$ cat config.mk
export PLATFORM = sky130hd
export DESIGN_NAME = cabletest_ctl_mc_flat
export DESIGN_NICKNAME = d
export VERILOG_FILES = /design/src/rtl/cabletest_ctl_mc_if.sv /design/src/rtl/cabletest_ctl_mc.sv /design/src/flat_wrapper.sv
export SDC_FILE = /design/constraint.sdc
export NUM_CORES = 1
export LEC_CHECK = 0
export BUFFER_PORTS_ARGS = -buffer_cell sky130_fd_sc_hd__buf_4
export CAP_MARGIN = 20
export CORE_MARGIN = 2
export CORE_UTILIZATION = 47
export CTS_CLUSTER_SIZE = 12
export DETAILED_ROUTE_END_ITERATION = 12
export GPL_TIMING_DRIVEN = 0
export PLACE_DENSITY = 0.76
export SLEW_MARGIN = 20
export SYNTH_ARGS = -nofsm -noshare
export SYNTH_HDL_FRONTEND = slang
export SYNTH_SLANG_ARGS = --single-unit
$ cat constraint.sdc
create_clock -name clk -period 2.72 [get_ports clk]
set_input_delay 0.544 -clock clk [delete_from_list [all_inputs] [get_ports clk]]
set_output_delay 0.544 -clock clk [all_outputs]
set_load 0.02 [all_outputs]
$ cat src/rtl/cabletest_ctl_mc_if.sv
// ASHI register-bus bundle between the AXI4-Lite slave shim and the tester core.
// One-cycle write/read requests; responses are registered in the core.
interface cabletest_ctl_mc_if;
  logic [31:0] windx;
  logic [31:0] wdata;
  logic        write;
  logic [1:0]  wresp;
  logic        widle;
  logic [31:0] rindx;
  logic        read;
  logic [31:0] rdata;
  logic [1:0]  rresp;
  logic        ridle;

  modport master (output windx, wdata, write, rindx, read,
                  input  wresp, widle, rdata, rresp, ridle);
  modport slave  (input  windx, wdata, write, rindx, read,
                  output wresp, widle, rdata, rresp, ridle);
endinterface

$ cat src/rtl/cabletest_ctl_mc.sv
// N-channel cable tester register/statistics core: config registers, start/halt/inject
// pulses, windowed per-channel counters with 64-bit snapshot reads, and a run timer.
module cabletest_ctl_mc_ch #(
  parameter int ERR_W = 32
) (
  input  logic        clk,
  input  logic        resetn,
  input  logic        clr,
  input  logic        sent,
  input  logic        rcvd,
  input  logic        err,
  output logic [63:0] sent_cnt,
  output logic [63:0] rcvd_cnt,
  output logic [31:0] err_cnt
);
  logic [ERR_W-1:0] err_q;

  // clear wins over a strobe in the same cycle; error count sticks at all-ones
  always_ff @(posedge clk or negedge resetn) begin
    if (!resetn) begin
      sent_cnt <= '0;
      rcvd_cnt <= '0;
      err_q    <= '0;
    end else if (clr) begin
      sent_cnt <= '0;
      rcvd_cnt <= '0;
      err_q    <= '0;
    end else begin
      sent_cnt <= sent_cnt + 64'(sent);
      rcvd_cnt <= rcvd_cnt + 64'(rcvd);
      if (err && (err_q != '1)) err_q <= err_q + 1'b1;
    end
  end

  assign err_cnt = 32'(err_q);
endmodule

module cabletest_ctl_mc #(
  parameter int NUM_CH     = 2,
  parameter int ERR_W      = 32,
  parameter int DEF_CYCLES = 16
) (
  input  logic               clk,
  input  logic               resetn,
  cabletest_ctl_mc_if.slave  ashi,
  input  logic [NUM_CH-1:0]  eth_up,
  output logic [NUM_CH-1:0]  pg_start,
  output logic [NUM_CH-1:0]  pg_halt,
  output logic [NUM_CH-1:0]  pg_inject,
  input  logic [NUM_CH-1:0]  pg_busy,
  input  logic [NUM_CH-1:0]  pg_halted,
  input  logic [NUM_CH-1:0]  pg_sent,
  input  logic [NUM_CH-1:0]  pr_rcvd,
  input  logic [NUM_CH-1:0]  pr_error,
  output logic [7:0]         cycles_per_packet,
  output logic [63:0]        packet_count
);
  localparam logic [1:0] OKAY = 2'd0, SLVERR = 2'd2, DECERR = 2'd3;
  localparam logic [1:0] SNAP_NONE = 2'd0, SNAP_SENT = 2'd1, SNAP_RCVD = 2'd2, SNAP_ELAP = 2'd3;

  logic [NUM_CH-1:0] chan_en;
  logic [2:0]        chan_sel;
  logic [63:0]       elapsed;
  logic [31:0]       shadow;
  logic [1:0]        snap;
  logic              busy_any, clr;
  logic [7:0]        busy8, halted8, eth8, en8;
  logic [7:0][63:0]  sent_w, rcvd_w;
  logic [7:0][31:0]  err_w;
  logic [63:0]       sent_sel, rcvd_sel;
  logic [31:0]       err_sel;
  logic [1:0]        wr_resp, rd_resp;
  logic [31:0]       rd_data;

  assign busy_any = |(pg_busy & chan_en);
  assign clr      = |pg_start;

  // unused channel slots read as zero, so an out-of-range CHAN_SEL needs no special case
  for (genvar g = 0; g < 8; g++) begin : g_ch
    if (g < NUM_CH) begin : g_live
      cabletest_ctl_mc_ch #(.ERR_W(ERR_W)) u_ch (
        .clk(clk), .resetn(resetn), .clr(clr),
        .sent(pg_sent[g]), .rcvd(pr_rcvd[g]), .err(pr_error[g]),
        .sent_cnt(sent_w[g]), .rcvd_cnt(rcvd_w[g]), .err_cnt(err_w[g]));
    end else begin : g_pad
      assign sent_w[g] = '0;
      assign rcvd_w[g] = '0;
      assign err_w[g]  = '0;
    end
  end

  always_comb begin
    busy8   = '0; busy8[NUM_CH-1:0]   = pg_busy;
    halted8 = '0; halted8[NUM_CH-1:0] = pg_halted;
    eth8    = '0; eth8[NUM_CH-1:0]    = eth_up;
    en8     = '0; en8[NUM_CH-1:0]     = chan_en;
  end

  assign sent_sel = sent_w[chan_sel];
  assign rcvd_sel = rcvd_w[chan_sel];
  assign err_sel  = err_w[chan_sel];

  always_comb begin
    wr_resp = DECERR;
    case (ashi.windx)
      32'd2, 32'd3, 32'd4, 32'd6: wr_resp = busy_any ? SLVERR : OKAY;
      32'd5, 32'd8:               wr_resp = OKAY;
      default:                    wr_resp = DECERR;
    endcase
  end

  always_comb begin
    rd_data = '0;
    rd_resp = OKAY;
    case (ashi.rindx)
      32'd0:  rd_data = 32'd2;
      32'd1:  rd_data = {8'b0, halted8, 8'b0, busy8};
      32'd2:  rd_data = {24'b0, cycles_per_packet};
      32'd3:  rd_data = packet_count[63:32];
      32'd4:  rd_data = packet_count[31:0];
      32'd6:  rd_data = {24'b0, en8};
      32'd7:  rd_data = {24'b0, eth8};
      32'd8:  rd_data = {29'b0, chan_sel};
      32'd9:  rd_data = sent_sel[63:32];
      32'd10: rd_data = (snap == SNAP_SENT) ? shadow : sent_sel[31:0];
      32'd11: rd_data = rcvd_sel[63:32];
      32'd12: rd_data = (snap == SNAP_RCVD) ? shadow : rcvd_sel[31:0];
      32'd13: rd_data = err_sel;
      32'd14: rd_data = elapsed[63:32];
      32'd15: rd_data = (snap == SNAP_ELAP) ? shadow : elapsed[31:0];
      default: rd_resp = DECERR;
    endcase
  end

  always_ff @(posedge clk or negedge resetn) begin
    if (!resetn) begin
      pg_start          <= '0;
      pg_halt           <= '0;
      pg_inject         <= '0;
      cycles_per_packet <= 8'(DEF_CYCLES);
      packet_count      <= '0;
      chan_en           <= '1;
      chan_sel          <= '0;
      ashi.wresp        <= OKAY;
    end else begin
      pg_start  <= '0;
      pg_halt   <= '0;
      pg_inject <= '0;
      if (ashi.write) ashi.wresp <= wr_resp;
      if (ashi.write && wr_resp == OKAY) begin
        case (ashi.windx)
          32'd2: cycles_per_packet <= ashi.wdata[7:0];
          32'd3: packet_count[63:32] <= ashi.wdata;
          32'd4: begin
            packet_count[31:0] <= ashi.wdata;
            if ({packet_count[63:32], ashi.wdata} != 64'd0) pg_start <= chan_en;
          end
          32'd5: begin
            pg_halt   <= chan_en & {NUM_CH{ashi.wdata[0]}};
            pg_inject <= chan_en & ashi.wdata[8 +: NUM_CH];
          end
          32'd6: chan_en  <= ashi.wdata[NUM_CH-1:0];
          32'd8: chan_sel <= ashi.wdata[2:0];
          default: ;
        endcase
      end
    end
  end

  always_ff @(posedge clk or negedge resetn) begin
    if (!resetn)       elapsed <= '0;
    else if (clr)      elapsed <= '0;
    else if (busy_any) elapsed <= elapsed + 64'd1;
  end

  // H read latches the paired low word; the matching L read consumes it once
  always_ff @(posedge clk or negedge resetn) begin
    if (!resetn) begin
      ashi.rdata <= '0;
      ashi.rresp <= OKAY;
      shadow     <= '0;
      snap       <= SNAP_NONE;
    end else if (ashi.read) begin
      ashi.rresp <= rd_resp;
      if (rd_resp != DECERR) ashi.rdata <= rd_data;
      case (ashi.rindx)
        32'd9:  begin shadow <= sent_sel[31:0]; snap <= SNAP_SENT; end
        32'd11: begin shadow <= rcvd_sel[31:0]; snap <= SNAP_RCVD; end
        32'd14: begin shadow <= elapsed[31:0];  snap <= SNAP_ELAP; end
        32'd10: if (snap == SNAP_SENT) snap <= SNAP_NONE;
        32'd12: if (snap == SNAP_RCVD) snap <= SNAP_NONE;
        32'd15: if (snap == SNAP_ELAP) snap <= SNAP_NONE;
        default: ;
      endcase
    end
  end

  assign ashi.widle = !ashi.write;
  assign ashi.ridle = !ashi.read;
endmodule
$ cat src/flat_wrapper.sv
// flat-port wrapper written by rule: the top's interface ports become plain ports
module cabletest_ctl_mc_flat 
#(
  parameter int NUM_CH     = 2,
  parameter int ERR_W      = 32,
  parameter int DEF_CYCLES = 16
)
  (clk, resetn, eth_up, pg_start, pg_halt, pg_inject, pg_busy, pg_halted, pg_sent, pr_rcvd, pr_error, cycles_per_packet, packet_count, ashi_windx, ashi_wdata, ashi_write, ashi_rindx, ashi_read, ashi_wresp, ashi_widle, ashi_rdata, ashi_rresp, ashi_ridle);
  cabletest_ctl_mc_if ashi_i ();
  input  logic clk;
  input  logic resetn;
  input  logic [NUM_CH-1:0] eth_up;
  output logic [NUM_CH-1:0] pg_start;
  output logic [NUM_CH-1:0] pg_halt;
  output logic [NUM_CH-1:0] pg_inject;
  input  logic [NUM_CH-1:0] pg_busy;
  input  logic [NUM_CH-1:0] pg_halted;
  input  logic [NUM_CH-1:0] pg_sent;
  input  logic [NUM_CH-1:0] pr_rcvd;
  input  logic [NUM_CH-1:0] pr_error;
  output logic [7:0] cycles_per_packet;
  output logic [63:0] packet_count;
  input wire logic [$bits(ashi_i.windx)-1:0] ashi_windx;
  input wire logic [$bits(ashi_i.wdata)-1:0] ashi_wdata;
  input wire logic [$bits(ashi_i.write)-1:0] ashi_write;
  input wire logic [$bits(ashi_i.rindx)-1:0] ashi_rindx;
  input wire logic [$bits(ashi_i.read)-1:0] ashi_read;
  output wire logic [$bits(ashi_i.wresp)-1:0] ashi_wresp;
  output wire logic [$bits(ashi_i.widle)-1:0] ashi_widle;
  output wire logic [$bits(ashi_i.rdata)-1:0] ashi_rdata;
  output wire logic [$bits(ashi_i.rresp)-1:0] ashi_rresp;
  output wire logic [$bits(ashi_i.ridle)-1:0] ashi_ridle;
  assign ashi_i.windx = ashi_windx;
  assign ashi_i.wdata = ashi_wdata;
  assign ashi_i.write = ashi_write;
  assign ashi_i.rindx = ashi_rindx;
  assign ashi_i.read = ashi_read;
  assign ashi_wresp = ashi_i.wresp;
  assign ashi_widle = ashi_i.widle;
  assign ashi_rdata = ashi_i.rdata;
  assign ashi_rresp = ashi_i.rresp;
  assign ashi_ridle = ashi_i.ridle;
  cabletest_ctl_mc #(.NUM_CH(NUM_CH), .ERR_W(ERR_W), .DEF_CYCLES(DEF_CYCLES)) u_core (.clk(clk), .resetn(resetn), .ashi(ashi_i), .eth_up(eth_up), .pg_start(pg_start), .pg_halt(pg_halt), .pg_inject(pg_inject), .pg_busy(pg_busy), .pg_halted(pg_halted), .pg_sent(pg_sent), .pr_rcvd(pr_rcvd), .pr_error(pr_error), .cycles_per_packet(cycles_per_packet), .packet_count(packet_count));
endmodule
Word-level counts from Yosys, hierarchy flattened:

Cells that the tools add are included.

* register bits: 537
* bits of input ports: 112
* output and inout bits: 116
* logic and storage cells: 121

* $add $sub $neg: 7
* magnitude comparators: 1
* equal/unequal tests: 29
* multiplexer cells: 35
* bitwise logic cells: 3
* reduce and logical (&&, ||, !) cells: 26

Operators with widths (count)
* $mux W64: 8
* $pmux W32 S15: 1
* $bmux W64 S3: 2
* $eq A32 B4 Y1 const B: 9
* $add A64 B1 Y64: 4
* $mux W32: 8
* $eq A32 B3 Y1 const B: 6
* $eq A32 B2 Y1 const B: 4
* $bmux W32 S3: 1
* $pmux W32 S3: 1
* $add A32 B1 Y32 const B: 2
* $add A64 B1 Y64 const B: 1
* $ne A32 B32 Y1 const B: 2
* $reduce_bool A64 Y1: 1
* $eq A32 B1 Y1 const B: 1
* $logic_not A32 Y1: 1
* $mux W2: 12
* $reduce_or A15 Y1: 1
* $reduce_and A2 Y1: 7
* $pmux W2 S6: 1
* $and A2 B2 Y2: 3
* $ne A2 B1 Y1 const B: 3
* $reduce_bool A2 Y1: 3
* $reduce_bool A6 Y1: 1
* other kinds (12): 18

Logic depth before layout (Yosys ltp):

* depth in word-level cells: 7
* gate-level depth with buffers: 10
* depth with buffers taken out: 8

Cells and area by module:

From an unflattened synthesis, not the netlist that was laid out.

* cell total of the unflattened synthesis: 3467
* area total of the unflattened synthesis: 32033.2 um^2

Modules (own cells, without submodules)
* cabletest_ctl_mc: instances 1, cells an instance 1651, area each 15009.4 um^2, sequential area each 5408.9 um^2
* cabletest_ctl_mc_ch at u_core.g_ch[0].g_live.u_ch: instances 1, cells an instance 905, area each 8534.4 um^2, sequential area each 4003.8 um^2
* cabletest_ctl_mc_ch at u_core.g_ch[1].g_live.u_ch: instances 1, cells an instance 911, area each 8489.4 um^2, sequential area each 4003.8 um^2

Worst setup path after synthesis:

No wires, ideal clock.

* kind: in2reg
* start point: in ashi_rindx[5]
* end point: reg u_core.ashi.rdata[14]
* library setup time: 0.121 ns
* arrival: 2.404 ns
* required time: 2.599 ns
* slack: 0.194 ns
* cell stages on the path: 7
* buffers on the path: 1
* cell sequence: nor4_1 nand4_2 buf_6 nor2_4 nand3_2 or4_1 o22a_1

* word-level cells in the longest chain between the ends: 5
* elaborated cells between the ends (all ways): 20
* classes of those cells: eq/ne (15); mux (2); reduce/logical (3)

RTL lines
* start: declaration: line flat_wrapper.sv:26 `input wire logic [$bits(ashi_i.rindx)-1:0] ashi_rindx;`
* $eq A32 B1 Y1 (tied with other cells): line cabletest_ctl_mc.sv:115 `case (ashi.rindx)`
* $reduce_or A15 Y1 (no line)
* $mux W2: line cabletest_ctl_mc.sv:115
* $ne A2 B2 Y1: line cabletest_ctl_mc.sv:185 `if (rd_resp != DECERR) ashi.rdata <= rd_data;`
* $reduce_and A2 Y1 (no line)
* end signal: assignment: line cabletest_ctl_mc.sv:185
* end: declaration: line cabletest_ctl_mc_if.sv:18 `output wresp, widle, rdata, rresp, ridle);`

Parallel ways exist; a longest one is shown, timed or not.
A chain may end at the register's enable or synchronous reset.

Worst setup path in the final report:

* start point: reg u_core.snap[0]
* end point: reg u_core.ashi.rdata[17]

* word-level cells in the longest chain between the ends: 3
* elaborated cells between the ends (all ways): 7
* classes of those cells: eq/ne (3); mux (4)

RTL lines
* start: declaration: line cabletest_ctl_mc.sv:65 `logic [1:0] snap;`
* start signal: assignment: line cabletest_ctl_mc.sv:182 `snap <= SNAP_NONE;`
* start signal: assignment: line cabletest_ctl_mc.sv:187 `32'd9: begin shadow <= sent_sel[31:0]; snap <= SNAP_SENT; end`
* start signal: assignment: line cabletest_ctl_mc.sv:188 `32'd11: begin shadow <= rcvd_sel[31:0]; snap <= SNAP_RCVD; end`
* $eq A2 B2 Y1 (tied with other cells): line cabletest_ctl_mc.sv:130 `32'd15: rd_data = (snap == SNAP_ELAP) ? shadow : elapsed[31:0];`
* $mux W32 (on tied branches): line cabletest_ctl_mc.sv:130, cabletest_ctl_mc.sv:125, cabletest_ctl_mc.sv:127
* $pmux W32 S15 (*): line cabletest_ctl_mc.sv:115

Mark *: on every way between the ends. The rest lies on a longest branch, timed or not.

==> metrics.cfg <==
[route]
drcViolationCount=0
routed_wirelength_mm=130.6
drt_iter0_drc=3620
drt_first_pass_iters=6
vias_per_cell=6.463
ant_nets=0
vias=29250
wire_per_inst_um=28.85

[critical_path]
start_kind=register
critical_path_required_ns=3.18
path_class=reg -> reg
endpoint_kind=register
cp-startpoint=u_core.snap[0]
cpMostUsedCell=clkbuf_4
timing.rr.start=u_core.snap[0]
max_stage_delay_ns=0.79
crit_path_top_delay_cell=a222oi_1
r2r_cells=6
arrival_ns=3.27
crit_chain=nand2_1 -> clkbuf_4 -> clkbuf_4 -> mux2_2 -> a222oi_1 -> a31oi_1
cp_max_fo=10

[die]
die_area_um2=67820
die_y_um=260.4
row_count=94
start_util=0.4726
core_um2=65390
die_w_um=260.4
io_pins=228

[logic_synthesis]
synth_top_area_frac=0.4316
synth-async-reset-ratio=1.000
ys_seq_elements=536
synth_cell_types=79
synthTopCellsByArea=dfrtp_1, mux2_2, nor2_1, xnor2_1, mux2i_1
synth_enable_flop_cells=0
yosys-top-cells-count=dfrtp_1, nor2_1, nand2_1
synth.avg_cell_area_um2=9.408
yosysMostFrequentCell=dfrtp_1
synthFlopType=dfrtp_1
syn_inst=3285
syn-num-nets=3408
yosys.area.top_type=dfrtp_1
synthesis.area_um2=30910
ys_seq_area_frac=0.4341
yosysWarnings=0

[clocking]
htree_num_levels=2
cts_buffers=60
clk_pin_slew_ns=0.06
cts_tree=done
root_buffer=clkbuf_16
max-clock-path-buffers=3
insertion_delay_ns=0.65
cts_sinks=536

[sta]
worstMarginPinSlew_ns=1.224
layout_setup_ws_ns=-0.08142
hold_viol_final=0
fin_crit_sh=1.030
clock_skew_ns=0.01768
hold_slack_ns=0.1387
fmax_mhz=357.0
period_needed_ns=2.801
finalSetupViolCount=8
slew_headroom=0.1756
final-max-slew-violation-count=0

[placement]
gp_congestion=1.063
numPortBuffers=225
place_hpwl_mm=99.86
dp_cells=4381

[final_layout]
final_nets=3733
syn_to_final_growth_pct=18.70
instances_no_fill=4525
post-route-util=0.5610
layout-drive-gt1-share=0.1940

[status]
failed_checks=setup timing
status=complete, but fails checks

[worst_hold_path]
holdPathStages=2
hold_path_class=in -> reg
min-delay-start=ashi_write

[global_route]
grt-ovfl-total=0
grt_pass1_wl_mm=186.1
grt_max_degree=94
grt.total_usage=0.3779
antenna_found_initial=4
grt_pass1_vias=27100

[power_and_ir_drop]
powerDensity_nw_per_um2=525.8
power.static_leakage_nw=15.38
peakVddDrop_v=0.0006029

[run]
drv_cap=0

## path summary, 6_finish.rpt
| check | end | slack, ns |
|---|---|---|
| worst min register to register | u_core.ashi.wresp[1] | 0.50 |
| min in group asynchronous | u_core.g_ch[0].g_live.u_ch.sent_cnt[7] | 0.39 |
| worst max register to register | u_core.ashi.rdata[17] | -0.08 |
| worst min-delay path | u_core.ashi.wresp[0] | 0.14 |
| max in group asynchronous | u_core.g_ch[1].g_live.u_ch.rcvd_cnt[31] | 0.66 |
| worst max-delay path | u_core.ashi.rdata[17] | -0.08 |
## cell type report
cell class,instances,area (um2)
fill,5793,28710
antenna,2,5.005
timing repair buffer,267,2145
tap,864,1081
clock buffer,92,1773
sequential,536,13420
inverter,69,259.0
multi-input combinational,2479,16760
buffer,197,977.2
clock inverter,19,264.0
## sequential cells by signal (all words and copies together), names as in the netlist, 3 cells and up
register                          cells
u_core.ashi.rdata                    32
u_core.chan_sel                       3
u_core.cycles_per_packet              8
u_core.elapsed                       64
u_core.g_ch.g_live.u_ch.err_cnt      64
u_core.g_ch.g_live.u_ch.rcvd_cnt    128
u_core.g_ch.g_live.u_ch.sent_cnt    128
u_core.packet_count                  64
u_core.shadow                        32
## stage by stage
stage               setup TNS, ns  instance area (um2)  total power (W)  setup WS [ns]
global placement         -2696.30                33680          0.01070         -4.867
detailed placement        -123.65                33870          0.01077         -1.206
CTS                      -0.01942                36340          0.01928       -0.01942
global route              -0.1991                36680          0.01986       -0.06422
floorplan                       0                30910         0.009806         0.1944
finish                    -0.3048                36690          0.01929       -0.08142
## per-layer routing
metal / routed length, um / track usage / part of all wire / vias up
met5: 34 / 0 / 0.00026 / -
met4: 9776 / 0.2338 / 0.075 / 6
met3: 14350 / 0.08984 / 0.11 / 455
met2: 56630 / 0.5698 / 0.43 / 1887
met1: 49780 / 0.4920 / 0.38 / 14320
li1: - / - / - / 12580
## repair_timing
action,4_1_cts,5_1_grt
pin swaps,10,13
resized for setup,90,88
hold endpoints to repair,38,0
endpoints found under the setup margin,253,259
setup buffers,20,14
hold buffers,1,0
gates cloned,0,0
## worst max-delay path: cells and delay by family, from the launching register on
kind                   cells  cell delay [ns]
AND/OR/NAND/NOR            1             0.23
buffers and inverters      2             0.65
AO/OA/AOI/OAI              2             0.97
multiplexers               1             0.36
flip-flops                 1             0.42
## cells by family (layout without fill, tap and decap cells)
family,after synthesis,after routing,synth area share
DFF,536,536,0.4341
other,0,2,0
muxes,291,291,0.1080
xor gates and xnor gates,306,306,0.08672
adders and majority gates,11,11,0.004453
and+or+nand+nor,1430,1430,0.2343
AOI/OAI and AO/OA,441,441,0.09656
buffers and inverters,270,644,0.03583
## power breakdown
group	internal, W	total (W)	switching (W)
registers	0.00831	0.00889	0.000574
logic	0.000747	0.00185	0.00110
clock network	0.00503	0.00855	0.00352
total	0.0141	0.0193	0.00520
## cells in the final DEF, fill, tap and decap left out, types with 14 or more instances in the layout
cell / Yosys / layout
buf_4: 4 / 273
nand2_1: 251 / 250
mux4_2: 19 / 19
xnor2_1: 187 / 187
mux2i_1: 122 / 113
a21oi_1: 75 / 75
o21ai_1: 25 / 29
clkbuf_16: 0 / 61
a22oi_1: 32 / 30
nand3_1: 146 / 143
dfrtp_1: 533 / 530
nand4_1: 111 / 111
a221oi_1: 52 / 50
and4_1: 47 / 46
nor2_1: 445 / 444
o21ai_0: 96 / 90
or4_1: 20 / 20
clkbuf_1: 143 / 118
nor3_1: 133 / 126
mux2_2: 149 / 149
a31oi_1: 24 / 24
nor4_1: 81 / 72
buf_2: 38 / 25
or3_1: 63 / 63
clkbuf_2: 1 / 38
and3_1: 43 / 42
xor2_1: 119 / 119
inv_1: 69 / 69
clkbuf_8: 0 / 14
o31ai_1: 30 / 30
and2_1: 21 / 21
Note: power is estimated with default switching activity, not from simulation.
